[config.mk]
export PLATFORM = sky130hd
export DESIGN_NAME = nz_compressor
export DESIGN_NICKNAME = d
export VERILOG_FILES = /design/src/rtl/nz_compressor.sv
export SDC_FILE = /design/constraint.sdc
export NUM_CORES = 1
export LEC_CHECK = 0
export CAP_MARGIN = 20
export CORE_MARGIN = 2
export CORE_UTILIZATION = 51
export DETAILED_ROUTE_END_ITERATION = 10
export GPL_ROUTABILITY_DRIVEN = 0
export PLACE_DENSITY = 0.78
export SETUP_SLACK_MARGIN = 0.02
export SYNTH_ARGS = -nofsm -noshare
export SYNTH_HDL_FRONTEND = slang
export SYNTH_SLANG_ARGS = --single-unit
export TNS_END_PERCENT = 50
[constraint.sdc]
create_clock -name i_clk -period 3.9 [get_ports i_clk]
set_clock_uncertainty 0.2 [all_clocks]
set_input_delay 0.39 -clock i_clk [delete_from_list [all_inputs] [get_ports i_clk]]
set_output_delay 0.39 -clock i_clk [all_outputs]
set_load 0.05 [all_outputs]
[src/rtl/nz_compressor.sv]
// nz_compressor: multi-lane zero-skipping activation compressor.
// Define NZC_THRESHOLD_EN to add a magnitude threshold for the zero test.
module nz_compressor #(
  parameter int N         = 16,
  parameter int LANES     = 4,
  parameter int BRICK     = 16,
  parameter int ADDR_SIZE = 16,
  localparam int OW = $clog2(BRICK),
  localparam int CW = $clog2(BRICK + 1),
  localparam int LW = (LANES > 1) ? $clog2(LANES) : 1
) (
  input  logic                 i_clk,
  input  logic                 i_rst,
  input  logic                 i_clear,
  input  logic [ADDR_SIZE-1:0] i_base_addr,
`ifdef NZC_THRESHOLD_EN
  input  logic [N-1:0]         i_threshold,
`endif
  input  logic                 i_valid,
  output logic                 o_ready,
  input  logic [LANES*N-1:0]   i_data,
  output logic                 o_wr_valid,
  input  logic                 i_wr_ready,
  output logic [N-1:0]         o_wr_data,
  output logic [OW-1:0]        o_wr_ofs,
  output logic [ADDR_SIZE-1:0] o_wr_addr,
  output logic                 o_brick_done,
  output logic [CW-1:0]        o_brick_nnz,
  output logic                 o_overflow
);

  typedef enum logic {
    S_IDLE,
    S_DRAIN
  } state_t;

  localparam logic [OW-1:0] LAST_POS = OW'(BRICK - LANES);

  state_t r_state;
  state_t w_state_nxt;

  logic [LANES*N-1:0]   r_data;
  logic [LANES-1:0]     r_mask;
  logic [OW-1:0]        r_gpos;
  logic [OW-1:0]        r_bpos;
  logic                 r_last;
  logic [ADDR_SIZE-1:0] r_idx;
  logic [CW-1:0]        r_cnt;
  logic                 r_done;
  logic [CW-1:0]        r_nnz;
  logic                 r_ovf;

  logic [LANES-1:0] w_mask;
  logic [LANES-1:0] w_clr;
  logic [LW-1:0]    w_sel;
  logic [N-1:0]     w_sel_data;
  logic             w_drain;
  logic             w_acc;
  logic             w_hs;
  logic             w_last_entry;

  // Per-lane non-zero test on the incoming group
  always_comb begin
    w_mask = '0;
    for (int k = 0; k < LANES; k++) begin
      logic [N-1:0] lane;
`ifdef NZC_THRESHOLD_EN
      logic [N-1:0] mag;
      logic         is_min;
`endif
      lane = i_data[k*N +: N];
`ifdef NZC_THRESHOLD_EN
      mag       = lane[N-1] ? (~lane + 1'b1) : lane;
      is_min    = (lane == {1'b1, {(N-1){1'b0}}});
      w_mask[k] = (|lane) && (is_min || (mag >= i_threshold));
`else
      w_mask[k] = |lane;
`endif
    end
  end

  // Lowest pending lane wins
  always_comb begin
    w_sel      = '0;
    w_sel_data = '0;
    for (int k = LANES - 1; k >= 0; k--) begin
      if (r_mask[k]) begin
        w_sel      = LW'(k);
        w_sel_data = r_data[k*N +: N];
      end
    end
    w_clr        = r_mask;
    w_clr[w_sel] = 1'b0;
    w_last_entry = (w_clr == '0);
  end

  assign w_drain = (r_state == S_DRAIN);
  assign w_acc   = i_valid & ~w_drain;
  assign w_hs    = w_drain & i_wr_ready;

  always_ff @(posedge i_clk or posedge i_rst) begin
    if (i_rst) r_state <= S_IDLE;
    else       r_state <= w_state_nxt;
  end

  always_comb begin
    w_state_nxt = r_state;
    o_ready     = 1'b0;
    o_wr_valid  = 1'b0;
    unique case (r_state)
      S_IDLE: begin
        o_ready = 1'b1;
        if (i_valid && (|w_mask)) w_state_nxt = S_DRAIN;
      end
      S_DRAIN: begin
        o_wr_valid = 1'b1;
        if (i_wr_ready && w_last_entry) w_state_nxt = S_IDLE;
      end
      default: w_state_nxt = S_IDLE;
    endcase
    if (i_clear) w_state_nxt = S_IDLE;
  end

  always_ff @(posedge i_clk or posedge i_rst) begin
    if (i_rst) begin
      r_data <= '0;
      r_mask <= '0;
      r_gpos <= '0;
      r_bpos <= '0;
      r_last <= 1'b0;
      r_idx  <= '0;
      r_cnt  <= '0;
      r_done <= 1'b0;
      r_nnz  <= '0;
      r_ovf  <= 1'b0;
    end else if (i_clear) begin
      r_mask <= '0;
      r_gpos <= '0;
      r_bpos <= '0;
      r_last <= 1'b0;
      r_idx  <= '0;
      r_cnt  <= '0;
      r_done <= 1'b0;
      r_ovf  <= 1'b0;
    end else begin
      r_done <= 1'b0;
      if (w_acc) begin
        r_data <= i_data;
        r_mask <= w_mask;
        r_gpos <= r_bpos;
        r_last <= (r_bpos == LAST_POS);
        r_bpos <= r_bpos + OW'(LANES);
        // An empty closing group completes the brick right away
        if ((w_mask == '0) && (r_bpos == LAST_POS)) begin
          r_done <= 1'b1;
          r_nnz  <= r_cnt;
          r_cnt  <= '0;
        end
      end
      if (w_hs) begin
        r_mask <= w_clr;
        r_idx  <= r_idx + 1'b1;
        if (&r_idx) r_ovf <= 1'b1;
        if (w_last_entry && r_last) begin
          r_done <= 1'b1;
          r_nnz  <= r_cnt + 1'b1;
          r_cnt  <= '0;
        end else begin
          r_cnt <= r_cnt + 1'b1;
        end
      end
    end
  end

  assign o_wr_data    = w_drain ? w_sel_data : '0;
  assign o_wr_ofs     = w_drain ? (r_gpos + OW'(w_sel)) : '0;
  assign o_wr_addr    = i_base_addr + r_idx;
  assign o_brick_done = r_done;
  assign o_brick_nnz  = r_nnz;
  assign o_overflow   = r_ovf;

endmodule

==> flow_summary.yaml <==
worst_setup_path:
  crit_chain: "clkdlybuf4s50_1, ha_1, a211oi_1, o21ai_1, a31oi_2, o21ai_1, xnor2_1, clkdlybuf4s50_1"
  cp_num_cells: 8
  end_kind: "output port"
  cp_max_fo: 4
  rr_worst_depth: 6
  required_ps: 3310
  cp_num_buf_inv: 2
  critPathArrivalTime_ps: 2960
  critPathKind: "in2out"
  start_kind: "input pin"
  cp_top_family: "buffers and inverters"
  slowest_stage: "clkdlybuf4s50_1"
  slowest_delay_ps: 820
die:
  initial_core_util_pct: 52.40
  io_pins: 130
  die_w_um: 109.5
  rows: 38
  coreArea_um2: 10840
  dieArea_um2: 12000
  fp.dieH_um: 109.5
run_status:
  outcome: "finished, final reports clean"
synthesis:
  async_flop_share_pct: 100.0
  ys_seq_area_share_pct: 45.37
  synth_flop_cell: "dfrtp_1"
  yosysWarnings: 0
  ys_ff_latch: 103
  synth-simple-area-share_pct: 16.30
  yosysMostFrequentCell: "dfrtp_1"
  synth_cell_types: 49
  syn_avg_cell_area_um2: 10.33
  synth.area.top_cells: "dfrtp_1 (45%), mux2_2 (8.1%), mux2_1 (4.6%)"
  yosys.area_share.xor_xnor_pct: 5.088
  synth-edff-count: 0
  muxShareOfSynthArea_pct: 12.69
  ys_top_cells_by_count: "dfrtp_1 (103), nor2_1 (52), mux2_2 (41)"
  synth_nets: 657
  synth_top_family_by_area: "simple AND/OR/NAND/NOR gates"
  synth_adder_area_share_pct: 5.308
  syn_inst: 550
  synth_top_cell_by_area: "dfrtp_1"
  netlist_area_um2: 5680
  synth_compound_area_share_pct: 12.22
  netlist.area_leader.share_pct: 45.37
finish:
  finalCoreUtilization_pct: 67.86
  layout-drive-gt1-share_pct: 13.00
  area_delta_synth_final_pct: 29.49
  nets: 779
  antenna-diode-count: 0
power_and_ir_drop:
  total_leakage_power_nw: 3.000
  p_per_area_nw_per_um2: 363.0
  vdd_ir_drop_max_v: 0.0002182
global_route:
  grtUsageTotal_pct: 24.51
  grt_pass1_vias: 4697
  grt_pass1_wl_um: 22800
  overflow: 0
  grt_max_degree: 65
  antenna_found_initial: 0
run:
  drv_cap: 0
timing:
  timing.setup.tns_ps: 0
  slew_viol_final: 0
  slew_headroom_pct: 45.67
  tightestPinTransition_ps: 812.4
  hold_viol: 0
  finalCritPeriodShare_pct: 91.00
  rsz0062_at_grt: "no"
  max_freq_mhz: 281.8
  setup_viol: 0
  min_period_ps: 3549
  hold_slack_ps: 258.1
cts:
  cts_buffer_depth: 2
  post_cts_buffers: 0
  cts_max_level: 3
  path_clk_slew_ps: 120
  clock_latency_ps: 370
  cts_tree: "yes"
  numCtsBuffers: 9
  cts_root_buf: "clkbuf_8"
  clock_sinks: 103
hold_path:
  min_path_type: "in2async"
route:
  initialDrtViolationCount: 266
  wl_um: 14310
  routedWlPerCell_um: 17.52
  postRouteAntennaNets: 0
  vias: 4789
  first_pass_iters: 4
  viasPerCell: 5.862
  drc: 0
place:
  io_buffers: 129
  dp_hpwl_um: 10800
==> path summary, 6_finish.rpt <==
kind	start	end	slack (ps)
min reg2reg	r_data[9]	r_data[9]	290
max in group asynchronous	i_rst	r_data[17]	2420
max	i_base_addr[1]	o_wr_addr[9]	350
min	i_rst	r_data[57]	260
max reg2reg	r_state	r_idx[15]	1350
min in group i_clk	r_data[9]	r_data[9]	290
==> stage by stage <==
step,instance area [um2],std cells,power (mW),setup WS [ps]
finish,7356,817,2.670,350.9
global route,7356,817,2.801,169.3
CTS,7353,817,2.691,238.0
detailed placement,7134,801,1.970,241.9
global placement,7134,801,1.944,344.1
floorplan,5680,550,1.696,606.2
==> flip-flops by register name (all words and copies together), names as in the netlist <==
register and count:
r_mask 4, r_state 1, r_gpos 3, r_last 1
o_brick_nnz 5, r_cnt 5, o_brick_done 1, r_bpos 2
r_idx 16, o_overflow 1, r_data 64
==> metal layers <==
| layer | GRT usage [%] | routed length [um] | vias to the layer above | share of wire, % |
|---|---|---|---|---|
| met1 | 30.23 | 5904 | 2382 | 41 |
| met3 | 4.031 | 594 | 21 | 4.2 |
| li1 | - | - | 2245 | - |
| met5 | 0 | 0 | - | 0 |
| met2 | 43.78 | 7573 | 141 | 53 |
| met4 | 7.776 | 241 | 0 | 1.7 |
==> final cells by class <==
cell class                 count  area (um2)
clock buffer                   9       123.9
clock inverter                 7       95.09
fill                         847        3485
inverter                      13       51.30
multi-input combinational    406        2939
sequential                   103        2577
tap                          140       175.2
timing repair buffer         139        1394
==> cell usage in the layout (no fill, tap or decap), types with 2 or more instances in the layout <==
cell / Yosys / layout
a211oi_1: 6 / 6
a21o_1: 4 / 4
a21oi_1: 17 / 17
a21oi_2: 2 / 2
a221oi_1: 15 / 15
a22oi_1: 3 / 3
a2bb2oi_1: 5 / 5
a31oi_1: 5 / 5
a32oi_1: 3 / 3
and2_1: 3 / 3
and3_1: 5 / 5
buf_12: 0 / 4
buf_4: 0 / 16
clkbuf_8: 0 / 9
clkdlybuf4s50_1: 0 / 118
dfrtp_1: 103 / 103
fa_1: 2 / 2
ha_1: 20 / 20
inv_1: 12 / 11
inv_6: 0 / 2
inv_8: 0 / 2
mux2_1: 23 / 23
mux2_2: 41 / 41
nand2_1: 28 / 28
nand2b_1: 4 / 4
nand3_1: 13 / 13
nand4_1: 8 / 8
nor2_1: 52 / 51
nor2b_1: 5 / 5
nor3_1: 23 / 23
nor3b_1: 16 / 16
nor4_1: 16 / 16
nor4_2: 2 / 2
o21ai_0: 26 / 26
o21ai_1: 10 / 10
o22ai_1: 2 / 2
or3_1: 3 / 3
xnor2_1: 17 / 17
xor2_1: 16 / 16
==> worst register-to-register path, stage by stage (launching register included) <==
cell and delay, ps:
dfrtp_1 810, and2_1 420, nand4_1 320, nor3_1 330
nand2_1 110, xor2_1 150, nor2_1 60
==> where the power goes <==
| part | internal [mW] | leakage (nW) | switching (mW) |
|---|---|---|---|
| combinational | 0.302 | 1.60 | 0.346 |
| sequential | 1.21 | 1.29 | 0.0887 |
| clock | 0.317 | 0.111 | 0.405 |
| total | 1.83 | 3.00 | 0.840 |
==> kinds of logic after synthesis <==
group | count (synthesis)
mux | 64
simple gates | 181
xor+xnor | 33
fa+ha+maj | 23
compound gates | 105
buf+inv | 41
flops | 103
==> what timing repair did <==
action	4_1_cts	5_1_grt
gates resized for setup	0	1
setup endpoints to repair	0	1
hold buffers	0	0
(Power assumes the default switching activity.)
==> variant: new RTL, same flow settings <==
Make the reset (`i_rst`) synchronous in 2 clocked blocks.
--- a/src/rtl/nz_compressor.sv
+++ b/src/rtl/nz_compressor.sv
@@ -99,5 +99,5 @@
   assign w_hs    = w_drain & i_wr_ready;
 
-  always_ff @(posedge i_clk or posedge i_rst) begin
+  always_ff @(posedge i_clk) begin
     if (i_rst) r_state <= S_IDLE;
     else       r_state <= w_state_nxt;
@@ -122,5 +122,5 @@
   end
 
-  always_ff @(posedge i_clk or posedge i_rst) begin
+  always_ff @(posedge i_clk) begin
     if (i_rst) begin
       r_data <= '0;
Check against the original RTL: differs if i_rst is asserted again (counterexample within 4 cycles, from zero or initial values and one cycle with i_rst high); with i_rst held inactive, the same outputs for 4 cycles.
==> variant against the unedited design <==
Count of clock-buffer cells in the layout increased by 2. First-iteration DRC count increased by 21%. Sequential cell count decreased by 1. Sequential share of layout area decreased by 4.7 points. Combinational power decreased by 45%. Global-route usage increased by 1.5 points. Final area decreased by 8.4%. Cell count increased by 14%. Wire length increased by 0.15%. Synthesized cell count increased by 24%. Total power decreased by 21%. Setup slack got worse by 15 ps. Area after synthesis decreased by 9.1%. Critical endpoint is now o_wr_addr[15]. Largest cell class unchanged. Largest power group unchanged.
==> variant: results <==
place:
  place_area_um2: 6540
  hpwl_mm: 10.7
  dp_slack_ps: 351
drt:
  wl_met2_mm: 7.03
  drt-pass1-iter-count: 5
  wl_met3_um: 818
  vias: 5332
  wl_mm: 14.3
  drt_iter0_markers: 323
  wirelength_met1_mm: 6.28
timing:
  slew_headroom_pct: 52.5
synth:
  synth_area_um2: 5160
  seq_area_frac_synth_pct: 39.6
  yosys-top-cells-area: "dfxtp_1, nand2_1, a21oi_1"
  synth_xor_xnor_area_share_pct: 4.41
  synth_top_area_share_pct: 39.6
  synth_most_common_cell: "nand2_1"
  async_flop_share_pct: 0
  yosys.area_share.adder_pct: 4.97
  synthMuxAreaShare_pct: 0
  ys_seq_elements: 102
  ys.flop_type: "dfxtp_1"
  synth_compound_area_share_pct: 22.4
  synth_common_cells: "nand2_1, a21oi_1, dfxtp_1, nor2_1, clkbuf_1"
  syn_nets: 787
  avgSynthCellArea_um2: 7.56
final_layout:
  drive_above_1_share_pct: 5.26
  non_clock_buffer_area_share_pct: 20.1
  seqCellArea_um2: 2040
  multi_input_area_um2: 2930
  clkCellAreaFrac_pct: 2.93
  nMultiInputCombCells: 531
  buffers_excl_clock: 138
  nClkBuffers: 11
  layout.nets: 897
  final_area_um2: 6740
  nonClockInverterCount: 11
  fill_cells: 915
setup_path:
  critPathMaxStageDelay_ps: 460
  arrival_ps: 2970
  crit_fanout: 3
  cp_top_family: "compound AO/OA/AOI/OAI gates"
power_and_ir_drop:
  power.static_leakage_nw: 2.44
  vdd_ir_drop_max_mv: 0.216
global_route:
  grt_pass1_vias: 4986
  grt_use_total_pct: 26.0
  met2_usage_pct: 43.1
  use_met1_pct: 34.8
  grt_start_max_net_pins: 70
  grt_pass1_wl_mm: 23.4
hold_path:
  hold_class: "flop to flop"
outcome:
  outcome: "complete, no violations"
clocking:
  clk_pin_slew_ps: 90
  root_buffer: "clkbuf_8"
==> variant: cell count changes in the layout (fill, tap and decap cells not counted), moves of 9 or more <==
cell,change
a21oi_1,+94
a221oi_1,-12
a22oi_1,+9
dfrtp_1,-103
dfxtp_1,+102
mux2_1,-23
mux2_2,-41
nand2_1,+136
nor3_1,-14
nor3b_1,-16
o21ai_0,-19
o221ai_1,+16
==> variant: final timing paths <==
path	start	end	slack, ps	depth (start not counted)
worst max register to register	r_mask[2]$_SDFFE_PP0P_	o_brick_nnz[2]$_SDFFE_PP0N_	1290	6
worst max-delay path	i_base_addr[1]	o_wr_addr[15]	340	9
worst min register to register	r_gpos[3]$_SDFFE_PP0P_	r_gpos[3]$_SDFFE_PP0P_	260	2
worst min-delay path	r_gpos[3]$_SDFFE_PP0P_	r_gpos[3]$_SDFFE_PP0P_	260	2
==> variant: report_power, final <==
group / total, mW / switching (mW) / internal (mW)
combinational: 0.354 / 0.197 / 0.156
clock: 0.669 / 0.387 / 0.281
sequential: 1.10 / 0.0249 / 1.08
